$ cat src/rtl/map_table_pkg.sv
// map_table_pkg: shared rename-table types and sizing constants.
package map_table_pkg;
  localparam int REG_LEN  = 5;
  localparam int ZERO_REG = 0;
  localparam int ROB_LEN  = 8;
  typedef logic [$clog2(ROB_LEN)-1:0] rob_tag_t;
  typedef struct packed {
    rob_tag_t tag;
    logic     busy;
    logic     ready;
  } MT_entry_PACKET;
  typedef struct packed {
    logic [REG_LEN-1:0] rs1_idx;
    logic [REG_LEN-1:0] rs2_idx;
  } RS2MT;
  typedef struct packed {
    MT_entry_PACKET rs1;
    MT_entry_PACKET rs2;
  } MT2RS;
  typedef struct packed {
    rob_tag_t head_idx;
    logic     retire;
    logic     squash;
  } ROB2MT;
endpackage

$ cat src/rtl/map_table.sv
// map_table: register rename map with combinational lookup and CDB forwarding.
module map_table #(
  parameter int NUM_REGS = 32,
  parameter int ROB_LEN  = 8,
  localparam int TAG_W   = $clog2(ROB_LEN)
) (
  input  logic             clock,
  input  logic             reset,
  input  logic             dp_valid,
  input  logic [4:0]       dp_dest_idx,
  input  logic [TAG_W-1:0] dp_rob_tag,
  input  logic [4:0]       rs1_idx,
  input  logic [4:0]       rs2_idx,
  output logic [TAG_W-1:0] rs1_tag,
  output logic [TAG_W-1:0] rs2_tag,
  output logic             rs1_busy,
  output logic             rs2_busy,
  output logic             rs1_ready,
  output logic             rs2_ready,
  input  logic             cdb_valid,
  input  logic [TAG_W-1:0] cdb_tag,
  input  logic             rt_valid,
  input  logic [4:0]       rt_dest_idx,
  input  logic [TAG_W-1:0] rt_rob_tag,
  input  logic             squash
);
  import map_table_pkg::*;
  logic [TAG_W-1:0] tag_q [NUM_REGS];
  logic [TAG_W-1:0] tag_d [NUM_REGS];
  logic             busy_q [NUM_REGS];
  logic             busy_d [NUM_REGS];
  logic             ready_q [NUM_REGS];
  logic             ready_d [NUM_REGS];
  // Lookups see the pre-dispatch state plus this cycle's completion broadcast.
  assign rs1_busy  = busy_q[rs1_idx];
  assign rs2_busy  = busy_q[rs2_idx];
  assign rs1_tag   = rs1_busy ? tag_q[rs1_idx] : '0;
  assign rs2_tag   = rs2_busy ? tag_q[rs2_idx] : '0;
  assign rs1_ready = rs1_busy & (ready_q[rs1_idx] | (cdb_valid & (tag_q[rs1_idx] == cdb_tag)));
  assign rs2_ready = rs2_busy & (ready_q[rs2_idx] | (cdb_valid & (tag_q[rs2_idx] == cdb_tag)));
  // Per-entry priority: squash, dispatch, matching retire, then CDB.
  always_comb begin
    for (int i = 0; i < NUM_REGS; i++) begin
      tag_d[i]   = tag_q[i];
      busy_d[i]  = busy_q[i];
      ready_d[i] = ready_q[i];
      if (squash) begin
        tag_d[i]   = '0;
        busy_d[i]  = 1'b0;
        ready_d[i] = 1'b0;
      end else if (dp_valid && dp_dest_idx == REG_LEN'(i) && i != ZERO_REG) begin
        tag_d[i]   = dp_rob_tag;
        busy_d[i]  = 1'b1;
        ready_d[i] = 1'b0;
      end else if (rt_valid && rt_dest_idx == REG_LEN'(i) && busy_q[i] && tag_q[i] == rt_rob_tag) begin
        tag_d[i]   = '0;
        busy_d[i]  = 1'b0;
        ready_d[i] = 1'b0;
      end else if (cdb_valid && busy_q[i] && tag_q[i] == cdb_tag) begin
        ready_d[i] = 1'b1;
      end
    end
  end
  always_ff @(posedge clock or posedge reset) begin
    if (reset) begin
      for (int i = 0; i < NUM_REGS; i++) begin
        tag_q[i]   <= '0;
        busy_q[i]  <= 1'b0;
        ready_q[i] <= 1'b0;
      end
    end else begin
      for (int i = 0; i < NUM_REGS; i++) begin
        tag_q[i]   <= tag_d[i];
        busy_q[i]  <= busy_d[i];
        ready_q[i] <= ready_d[i];
      end
    end
  end
endmodule

$ cat config.mk
export PLATFORM = sky130hd
export DESIGN_NAME = map_table
export DESIGN_NICKNAME = d
export VERILOG_FILES = /design/src/rtl/map_table_pkg.sv /design/src/rtl/map_table.sv
export SDC_FILE = /design/constraint.sdc
export NUM_CORES = 1
export LEC_CHECK = 0
export ABC_AREA = 1
export BUFFER_PORTS_ARGS = -buffer_cell sky130_fd_sc_hd__buf_2
export CELL_PAD_IN_SITES_DETAIL_PLACEMENT = 1
export CELL_PAD_IN_SITES_GLOBAL_PLACEMENT = 1
export CORE_MARGIN = 1
export CORE_UTILIZATION = 35
export CTS_CLUSTER_SIZE = 20
export DETAILED_ROUTE_END_ITERATION = 16
export GPL_TIMING_DRIVEN = 0
export PLACE_DENSITY = 0.76
export SLEW_MARGIN = 20
export SYNTH_ARGS = -nofsm -noshare
export SYNTH_HDL_FRONTEND = slang
export SYNTH_SLANG_ARGS = --single-unit
$ cat constraint.sdc
create_clock -name clock -period 5.2 [get_ports clock]
set_input_delay 0.26 -clock clock [delete_from_list [all_inputs] [get_ports clock]]
set_output_delay 0.26 -clock clock [all_outputs]
set_load 0.01 [all_outputs]
# Yosys cells after proc, flatten, opt, wreduce, memory -nomap -nowiden
# Cells that the tools add are included.
dict set report word_totals {
  register_bits 160
  inputBits 35
  output_inout_bits 10
  word_cells 827
}
dict set report classes {
  n_lt_le_gt_ge 2
  eq_ne 128
  n_mux 337
  n_bitwise 8
  reduce_logical 256
}
# cell count
set op_table {}
lappend op_table {{2-to-1 mux 3 bit} 101}
lappend op_table {{2-to-1 mux 1 bit} 230}
lappend op_table {{equality test 3 bit} 66}
lappend op_table {{logical AND 1 bit} 191}
lappend op_table {{equality test 5 bit (second input constant)} 32}
lappend op_table {{nonzero test 4 bit} 31}
lappend op_table {{nonzero test 3 bit} 32}
lappend op_table {{equality test 5 x 4 -> 1 bit (second input constant)} 16}
lappend op_table {{equality test 5 x 3 -> 1 bit (second input constant)} 8}
lappend op_table {{binary-select mux 3 bit (select 5 bit)} 2}
lappend op_table {{binary-select mux 1 bit (select 5 bit)} 4}
lappend op_table {{equality test 5 x 2 -> 1 bit (second input constant)} 4}
lappend op_table {{greater-or-equal comparator 6 bit (second input constant)} 2}
lappend op_table {{NOT 5 -> 6 bit} 2}
lappend op_table {{equality test 5 x 1 -> 1 bit (second input constant)} 2}
lappend op_table {{zero test 5 bit} 1}
lappend op_table {{AND 1 bit} 4}
lappend op_table {{bitwise OR 1 bit} 2}
lappend op_table {{nonzero test 2 bit} 1}

# Longest topological paths before layout
dict set report depth {
  word_depth 8
  depth_mapped 14
  depth_no_buf 12
}

# Worst setup path after synthesis
# OpenSTA, ideal clock, no wires.
dict set report synth_path {
  path_kind {input-to-output}
  startpoint {input rs2_idx[0]}
  endpoint {output rs2_ready}
  arrival_time_ns 1.418
  slack_ns 3.522
  cell_stages 12
  n_path_buf 3
  path_cell_list {buf_6 > buf_6 > buf_6 > o211ai_2 > nand3_1 > nand3_1 > nand3_2 > nand3_1 > nand2_1 > nor2_1 > nand2_1 > a21oi_2}
}
dict set report synth_between {
  elab_chain_len 8
  elab_cells_between_ends 14
  cone_classes {eq/ne (1); mux (9); bitwise (4)}
}
# element line_no
set synth_rtl {}
lappend synth_rtl {{from (decl)} map_table.sv:13} ;# input logic [4:0] rs2_idx,
lappend synth_rtl {{NOT 5 -> 6 bit (not written as such) *} {map_table.sv:36, map_table.sv:40}}
lappend synth_rtl {{binary-select mux 3 bit (select 5 bit)} map_table.sv:40} ;# assign rs2_ready = rs2_busy & (ready_q[rs2_idx] | (cdb_valid & (tag_q[rs2_idx] == cdb_tag)));
lappend synth_rtl {{2-to-1 mux 3 bit (not written as such) (2 in a row)} map_table.sv:40}
lappend synth_rtl {{equality test 3 bit} map_table.sv:40}
lappend synth_rtl {{AND 1 bit} map_table.sv:40}
lappend synth_rtl {{bitwise OR 1 bit} map_table.sv:40}
lappend synth_rtl {{AND 1 bit *} map_table.sv:40}
lappend synth_rtl {{to (decl)} map_table.sv:19} ;# output logic rs2_ready,
# Every way passes the cells marked *; elsewhere a longest branch is shown, timed or not. The select of a mux whose other input is x is not followed.

# Worst setup path after layout
dict set report layout_path {
  startpoint {register tag_q[82] (netlist bit)}
  endpoint {output rs1_ready}
}
dict set report layout_between {
  elab_chain_len 7
}
# element line_no
set layout_rtl {}
lappend layout_rtl {{from (decl)} map_table.sv:28} ;# logic [TAG_W-1:0] tag_q [NUM_REGS];
lappend layout_rtl {{from (signal, indexed assignment)} map_table.sv:73} ;# tag_q[i] <= tag_d[i];
lappend layout_rtl {{binary-select mux 3 bit (select 5 bit)} map_table.sv:39} ;# assign rs1_ready = rs1_busy & (ready_q[rs1_idx] | (cdb_valid & (tag_q[rs1_idx] == cdb_tag)));
lappend layout_rtl {{2-to-1 mux 3 bit (not written as such) (2 in a row)} map_table.sv:39}
lappend layout_rtl {{equality test 3 bit} map_table.sv:39}
lappend layout_rtl {{AND 1 bit} map_table.sv:39}
lappend layout_rtl {{bitwise OR 1 bit} map_table.sv:39}
lappend layout_rtl {{AND 1 bit} map_table.sv:39}
lappend layout_rtl {{to (decl)} map_table.sv:18} ;# output logic rs1_ready,
# Every way passes these cells. The select of a mux whose other input is x is not followed.

==> impl_metrics.json <==
{
  "worstMarginPinSlew_ps": 1230,
  "fin_crit_ps": 2610,
  "ios": 45,
  "grt.overflow.total": 0,
  "finalSetupTns_ps": 0,
  "start_util": 0.355,
  "fp.dieW_um": 186,
  "whs_endpoint": "tag_q[18]",
  "final_common_cell": "nand2_1",
  "clock_path_buffers": 2,
  "relSlewSlack": 0.181,
  "synth_ff_type": "dfrtp_1",
  "place_inst": 2258,
  "routedWlPerCell_um": 31.4,
  "instances_no_fill": 2294,
  "drive_above_1_share": 0.0971,
  "grt_pass1_vias": 14600,
  "htreeDepth": 4,
  "dieArea_um2": 34700,
  "grt_max_degree": 99,
  "fmax_mhz": 384,
  "cts_sinks": 156,
  "cp_max_fo": 6,
  "hpwl_mm": 53.5,
  "grt_pass1_wl_mm": 103,
  "r2r-end": "tag_q[41]",
  "cts-resized-gates": 0,
  "antenna_found_initial": 1,
  "dp_slack_ps": 2850,
  "mostFrequentLayoutCells": "398 x nand2_1, 252 x nand3_1, 184 x inv_1",
  "peakVddDrop_mv": 0.253,
  "nNetsFinal": 1866,
  "dr.pass1.iters": 5,
  "rsz0062_at_grt": "false",
  "whs_path_depth": 3,
  "fin_crit_sh": 0.501,
  "async_flop_share": 1.00,
  "antenna_left": 0,
  "dr_wl_met3_mm": 8.04,
  "drv_slew": 0,
  "cts_root_buf": "clkbuf_16",
  "dr_wl_met2_mm": 29.3,
  "hold_start": "dp_rob_tag[0]",
  "netlist_instances": 1776,
  "vias": 15000,
  "clock_latency_ps": 470,
  "critPathArrivalTime_ps": 2350,
  "die-height_um": 186,
  "reg2reg_slack_ps": 3280,
  "core_area_um2": 33400,
  "io_buffers": 33,
  "drt_iter0_markers": 2353,
  "finalClockSkew_ps": 14.3,
  "ff2ff_path_depth": 6,
  "track_usage": 0.426,
  "ys_seq_area_frac": 0.329,
  "crit_type": "register to output port",
  "maxCapViolations": 0,
  "fin_area_um2": 13200,
  "routabilityCongestion": 1.03,
  "syn_nets": 1811,
  "routed_wl_mm": 71.9,
  "postLayoutCoreUtil": 0.395,
  "cp.required_ps": 4940,
  "numCtsBuffers": 17,
  "holdCritPathClass": "input pin to register",
  "drc_errors": 0,
  "hold_ws_ps": 185,
  "p_per_area_nw_per_um2": 241,
  "synth.cell_area_um2": 11900,
  "power.total_mw": 3.18,
  "finalHoldViolCount": 0,
  "p_leak_nw": 5.88,
  "cts_tree": "done",
  "syn_area_per_cell_um2": 6.68,
  "route.layer.met1.wl_mm": 26.9,
  "ys_seq_elements": 156,
  "clkTransAtPathRegs_ps": 70,
  "synthToLayoutAreaGrowth_pct": 11.3,
  "critPathCaptureType": "output port",
  "highest_layer": "met4",
  "synth_cell_types": 44,
  "setup_violations": 0,
  "synth_edf_count": 0,
  "start_kind": "register",
  "place_area_um2": 12600,
  "viasPerCell": 6.54,
  "layout_setup_ws_ps": 2590,
  "rows": 67,
  "status": "finished, final reports clean",
  "yosysWarnings": 0,
  "worstReg2RegStart": "tag_q[39]"
}
## per-layer routing
metal  global-route usage  vias up
met1                0.541     7320
met2                0.610     1131
met4                0.382        0
met3               0.0882      322
met5                    0        -
li1                     -     6219
## synth_stat cells (3+ instances only)
library cell,n,area [um2]
o22ai_1,153,957
buf_6,9,101
o211ai_2,4,50.1
a2111oi_0,7,61.3
a221oi_1,25,219
buf_2,50,250
or2_2,3,18.8
a211oi_1,4,30.0
buf_1,5,18.8
nand2_1,398,1490
clkbuf_1,32,120
o21ai_0,71,355
a31oi_1,22,138
buf_4,22,165
o21ai_1,7,35.0
o41ai_1,3,26.3
nand3_1,252,1260
nand4_1,16,100
o211ai_1,16,120
o31ai_1,3,22.5
dfrtp_1,156,3900
clkinv_1,7,26.3
nand3_2,4,40.0
nor3_1,23,115
nor2_1,145,544
o221ai_1,4,35.0
inv_2,9,33.8
a21oi_1,80,400
xor2_1,21,184
nor4_1,10,62.6
inv_1,185,694
xnor2_1,13,114
## power breakdown
part	switching [mW]	total (mW)	internal [mW]
registers	0.0106	1.23	1.22
clock network	0.569	1.25	0.682
logic	0.519	0.696	0.177
total	1.10	3.18	2.08
## worst max-delay path by stage
stage	start	to	depth (start not counted)
after floorplan	reset	busy_q[0]	1
after global placement	reset	ready_q[14]	2
after detailed placement	rs2_idx[2]	rs2_ready	13
after CTS	tag_q[82]	rs1_ready	12
after global routing	tag_q[61]	rs2_ready	12
final	tag_q[82]	rs1_ready	12
## registers in the layout, summed over array words and instances (netlist names)
register and flops:
tag_q 93, ready_q 32, busy_q 31
## final cells by class
type	instances	area, um2
fill	4392	20200
multi-input combinational	1299	6550
sequential	156	3900
inverter	203	773
buffer	118	656
tap	448	561
clock buffer	22	464
timing repair buffer	36	214
clock inverter	10	92.6
antenna	2	5.00
## cell families (layout without fill, tap and decap cells)
family / Yosys count / count (layout) / share of synthesized area
AO/OA/AOI/OAI: 410 / 410 / 0.217
XOR/XNOR: 34 / 34 / 0.0251
buffers and inverters: 321 / 389 / 0.120
flip-flops: 156 / 156 / 0.329
other: 0 / 2 / 0
AND/OR/NAND/NOR: 855 / 855 / 0.309
## critical path, stage by stage (launching register included)
cell and delay (ps):
dfrtp_1 400, inv_1 300, nand2_1 100, nand3_1 80, nand3_1 70, nand3_1 130, nand3_2 180, nand3_1 120
nand2_1 70, nor2_1 120, nand2_1 70, a21oi_2 100, buf_2 130
## timing repair
item | 4_1_cts | 5_1_grt
setup buffers | 0 | 0
hold buffers | 1 | 0
hold endpoints to repair | 58 | 0
Power figures use the tool's default switching activity.
